==> config.mk <==
export PLATFORM = sky130hd
export DESIGN_NAME = pc_fetch_ctrl
export DESIGN_NICKNAME = d
export VERILOG_FILES = /design/src/rtl/pc_fetch_ctrl.sv
export SDC_FILE = /design/constraint.sdc
export NUM_CORES = 1
export LEC_CHECK = 0
export BUFFER_PORTS_ARGS = -buffer_cell sky130_fd_sc_hd__clkbuf_2
export CAP_MARGIN = 30
export CORE_AREA = 2 2 113 115
export CTS_CLUSTER_SIZE = 25
export DETAILED_ROUTE_END_ITERATION = 16
export DIE_AREA = 0 0 115 117
export PLACE_DENSITY = 0.65
export SLEW_MARGIN = 5
export SYNTH_ARGS = -nofsm -noshare
export SYNTH_HDL_FRONTEND = slang
export SYNTH_SLANG_ARGS = --single-unit
==> constraint.sdc <==
create_clock -name clk -period 4.4 [get_ports clk]
set_input_delay 0.22 -clock clk [delete_from_list [all_inputs] [get_ports clk]]
set_output_delay 0.22 -clock clk [all_outputs]
set_load 0.02 [all_outputs]
==> src/rtl/pc_fetch_ctrl.sv <==
// pc_fetch_ctrl: owns the PC, sequences one-outstanding imem fetches and hands instructions to decode
module pc_fetch_ctrl #(
  parameter int DATA_WIDTH = 32,
  parameter logic [DATA_WIDTH-1:0] RESET_PC = '0
) (
  input  logic                  clk,
  input  logic                  rst,
  output logic                  imem_req_valid,
  input  logic                  imem_req_ready,
  output logic [DATA_WIDTH-1:0] imem_req_addr,
  input  logic                  imem_rsp_valid,
  input  logic [DATA_WIDTH-1:0] imem_rsp_data,
  input  logic                  redirect_valid,
  input  logic [DATA_WIDTH-1:0] redirect_target,
  output logic                  if_valid,
  input  logic                  if_ready,
  output logic [DATA_WIDTH-1:0] if_pc,
  output logic [DATA_WIDTH-1:0] if_instr
);
  localparam logic [1:0] IDLE = 2'd0, REQ = 2'd1, WAIT = 2'd2, HOLD = 2'd3;
  logic [1:0] state_q, state_d;
  logic [DATA_WIDTH-1:0] pc_q, pc_d, if_pc_q, if_pc_d, if_instr_q, if_instr_d, tgt;
  logic kill_q, kill_d, grace_q, grace_d, req_fire, if_fire;
  assign tgt = redirect_target & ~DATA_WIDTH'(3);
  assign imem_req_valid = state_q == REQ;
  assign imem_req_addr = pc_q;
  assign if_valid = state_q == HOLD;
  assign if_pc = if_pc_q;
  assign if_instr = if_instr_q;
  assign req_fire = imem_req_valid && imem_req_ready;
  assign if_fire = if_valid && if_ready;
  // Normal sequencing first, then a redirect overrides pc, kill and the HOLD exit
  always_comb begin
    state_d = state_q;
    pc_d = pc_q;
    kill_d = kill_q;
    if_pc_d = if_pc_q;
    if_instr_d = if_instr_q;
    grace_d = grace_q && !req_fire;
    case (state_q)
      IDLE: state_d = REQ;
      REQ: state_d = req_fire ? WAIT : REQ;
      WAIT: if (imem_rsp_valid) begin
        kill_d = 1'b0;
        state_d = (kill_q || redirect_valid) ? REQ : HOLD;
        if (!kill_q && !redirect_valid) begin
          if_pc_d = pc_q;
          if_instr_d = imem_rsp_data;
        end
      end
      HOLD: if (if_fire) begin
        pc_d = pc_q + DATA_WIDTH'(4);
        state_d = REQ;
      end
    endcase
    if (redirect_valid) begin
      pc_d = tgt;
      kill_d = (state_q == REQ) ? req_fire : (state_q == WAIT) ? !imem_rsp_valid : kill_q;
      if (state_q == HOLD) state_d = REQ;
    end
  end
  // State and PC registers; grace marks the window where a pre-reset response may still land
  always_ff @(posedge clk or negedge rst) begin
    if (!rst) begin
      state_q <= IDLE;
      pc_q <= RESET_PC;
      kill_q <= 1'b0;
      grace_q <= 1'b1;
      if_pc_q <= '0;
      if_instr_q <= '0;
    end else begin
      state_q <= state_d;
      pc_q <= pc_d;
      kill_q <= kill_d;
      grace_q <= grace_d;
      if_pc_q <= if_pc_d;
      if_instr_q <= if_instr_d;
    end
  end
  // A response is legal only in WAIT, or as a late reply to a request issued before reset
  a_rsp_in_wait: assert property (@(posedge clk) disable iff (!rst)
    imem_rsp_valid |-> (state_q == WAIT || grace_q));
endmodule

==> results.py <==
metrics = {
    "run_status": {
        "status": "finished, final reports clean",
    },
    "final_layout": {
        "final_common_cell": "clkbuf_2",
        "register_area_um2": 2377,
        "fin_cells": 662,
        "multi_input_comb_area_um2": 1719,
        "syn2layout_area_growth_pct": 30.70,
        "fin_nets": 581,
        "final_layout_size_suffix_gt1_frac": 0.4990,
        "fill_cells": 1149,
        "post-route-util": 0.4483,
        "final_cell_mix": "clkbuf_2 (160), dfrtp_1 (95), mux2_2 (64)",
    },
    "worst_setup_path": {
        "crit_required_ns": 4.60,
        "path_cells": "ha_1 > nand2_1 > nor2_2 > and3_1 > xnor2_1 > o21ai_0",
        "worstPathArrival_ns": 2.31,
        "max_stage_delay_ns": 0.60,
        "slowest_stage": "nor2_2",
        "worstSetupStartpointType": "register",
        "critPathKind": "reg2reg",
        "crit_family": "simple AND/OR/NAND/NOR gates",
        "endpoint_kind": "register",
        "path_buf_inv": 0,
        "crit_fanout": 14,
    },
    "die": {
        "core_um2": 12310,
        "num_rows": 41,
        "die_x_um": 115,
        "initial_core_util": 0.3430,
        "dieArea_um2": 13460,
        "die_height_um": 117,
        "pin_count": 168,
    },
    "clock_tree": {
        "clockRootBuffer": "clkbuf_16",
        "cts_tree": "built",
        "cts-resized-gates": 0,
        "clock_latency_ns": 0.35,
        "cts_sinks": 95,
        "cts.hold.buffers_added": 1,
        "clk_pin_slew_ns": 0.06,
        "post_cts_buffers": 0,
        "cts_buffer_depth": 2,
        "ctsHtreeMaxLevel": 3,
        "cts_inserted_buffers": 9,
    },
    "grt": {
        "grt_usage": 0.1412,
        "overflow": 0,
        "grt_pass1_vias": 2999,
        "antenna_found_initial": 1,
        "grt_max_degree": 62,
        "grt_pass1_wl_mm": 14.63,
    },
    "synthesis": {
        "syn_area_um2": 4223,
        "synth_edf_count": 0,
        "ys_ff_latch": 95,
        "avgSynthCellArea_um2": 12.24,
        "synth-main-ff-cell": "dfrtp_1",
        "synth_seq_area_share": 0.5630,
        "async_flop_share": 1.000,
        "synthCells": 345,
        "synth_cell_type_count": 36,
        "yosys_warnings": 0,
    },
    "sta": {
        "fin_crit_sh": 0.4781,
        "fmax_mhz": 475.3,
        "rsz0062_at_grt": "false",
        "slew_headroom": 0.5330,
        "setup_tns_ns": 0,
        "finalHoldViolCount": 0,
        "finalSetupViolCount": 0,
        "tightest_slew_ns": 0.6953,
        "clock_skew_ns": 0.006999,
        "holdWs_ns": 0.07963,
        "fin_crit_ns": 2.104,
        "report.final.slew_viol_count": 0,
    },
    "route": {
        "drc": 0,
        "first_pass_iters": 6,
        "via_per_inst": 4.727,
        "drtAntennaViolNets": 0,
        "drtIter0Drc": 145,
        "vias": 3129,
        "drt_wl_total_mm": 9.373,
        "wl_per_cell_um": 14.16,
    },
    "place": {
        "port_buffers": 161,
        "dp.cells": 644,
        "dp_hpwl_mm": 6.865,
        "place.gp.congestion": 0.8109,
    },
    "hold_path": {
        "hp-class": "in2reg",
    },
    "power_and_ir_drop": {
        "p_per_area_nw_per_um2": 606.5,
        "swShare": 0.3456,
        "p_sw_mw": 1.157,
        "intPower_mw": 2.190,
        "clock_power_share": 0.268,
        "peakVddDrop_uv": 279.5,
        "seqPwrFrac": 0.400,
        "p_comb_frac": 0.332,
        "p_leak_nw": 2.765,
    },
    "flow_run": {
        "drv_cap": 0,
    },
}
[metrics by stage]
stage	power, mW	setup slack, ns	instance area [um^2]
CTS	3.397	2.213	5517
finish	3.347	2.296	5519
global route	3.543	2.040	5517
floorplan	2.058	2.587	4234
global placement	2.444	2.274	5160
detailed placement	2.481	2.236	5160
[synth_stat cells, types with 2 or more instances]
master | instances | area (um^2)
inv_1 | 8 | 30.03
nand4_1 | 9 | 56.30
buf_2 | 8 | 40.04
o21ai_0 | 12 | 60.06
nor3_1 | 2 | 10.01
nand3_1 | 15 | 75.07
o21ai_1 | 16 | 80.08
nor4_1 | 2 | 12.51
mux2_2 | 64 | 720.7
o21ai_2 | 2 | 17.52
nand2_1 | 42 | 157.7
dfrtp_1 | 95 | 2377
nor2_1 | 5 | 18.77
xor2_1 | 21 | 183.9
nand2b_1 | 2 | 12.51
ha_1 | 5 | 62.56
clkbuf_1 | 6 | 22.52
and3_1 | 3 | 18.77
buf_4 | 4 | 30.03
xnor2_1 | 8 | 70.07
[sequential cells by signal (all words and copies together) (netlist names)]
register and cells:
if_instr 32, imem_req_addr 30, if_pc 30, kill_q 1, state_q 2
[layer usage]
layer,vias up,global-route usage,wire length (um),part of all wire
met1,1506,0.1700,4072,0.43
met3,13,0.04737,649,0.069
met2,105,0.2286,4451,0.47
met5,-,0,0,0
li1,1505,-,-,-
met4,0,0.06908,199,0.021
[final timing paths]
| check | from | slack (ns) | endpoint | cells past startpoint |
|---|---|---|---|---|
| max | state_q[1] | 2.30 | imem_req_addr[7] | 6 |
| min reg2reg | if_pc[19] | 0.51 | if_pc[19] | 1 |
| min | redirect_target[4] | 0.08 | imem_req_addr[4] | 3 |
| min in group asynchronous | rst | 0.42 | if_pc[16] | 2 |
| max in group asynchronous | rst | 2.92 | if_pc[20] | 3 |
| max reg2reg | state_q[1] | 2.30 | imem_req_addr[7] | 6 |
[cell families (layout without fill, tap and decap cells)]
| group | after synthesis | in the layout | share of synthesized area |
|---|---|---|---|
| xor+xnor | 29 | 29 | 0.06015 |
| simple gates | 88 | 88 | 0.1105 |
| compound gates | 34 | 34 | 0.04504 |
| mux | 65 | 65 | 0.1730 |
| flops | 95 | 95 | 0.5630 |
| fa+ha+maj | 5 | 5 | 0.01481 |
| buf+inv | 28 | 191 | 0.03259 |
| other cells | 1 | 5 | 0.0008880 |
[power by group through the flow]
stage               registers, mW  logic, mW  clock network, mW
finish                       1.34       1.11              0.897
floorplan                    1.68      0.383                  0
CTS                          1.34       1.13              0.924
detailed placement           1.36       1.13                  0
global placement             1.34       1.11                  0
global route                 1.38       1.21              0.955
[cell type report]
type | instances | area share
multi-input combinational | 225 | 0.3115
clock buffer | 10 | 0.04330
clock inverter | 6 | 0.01950
inverter | 8 | 0.005441
antenna | 1 | 0.0004534
tap | 150 | 0.03401
timing repair buffer | 167 | 0.1551
sequential | 95 | 0.4307
[tightest hold or removal path, delay by kind of cell]
kind	cells	cell delay [ns]
compound gates	1	0.05
simple gates	1	0.04
buf+inv	1	0.08
(Power assumes the default switching activity.)
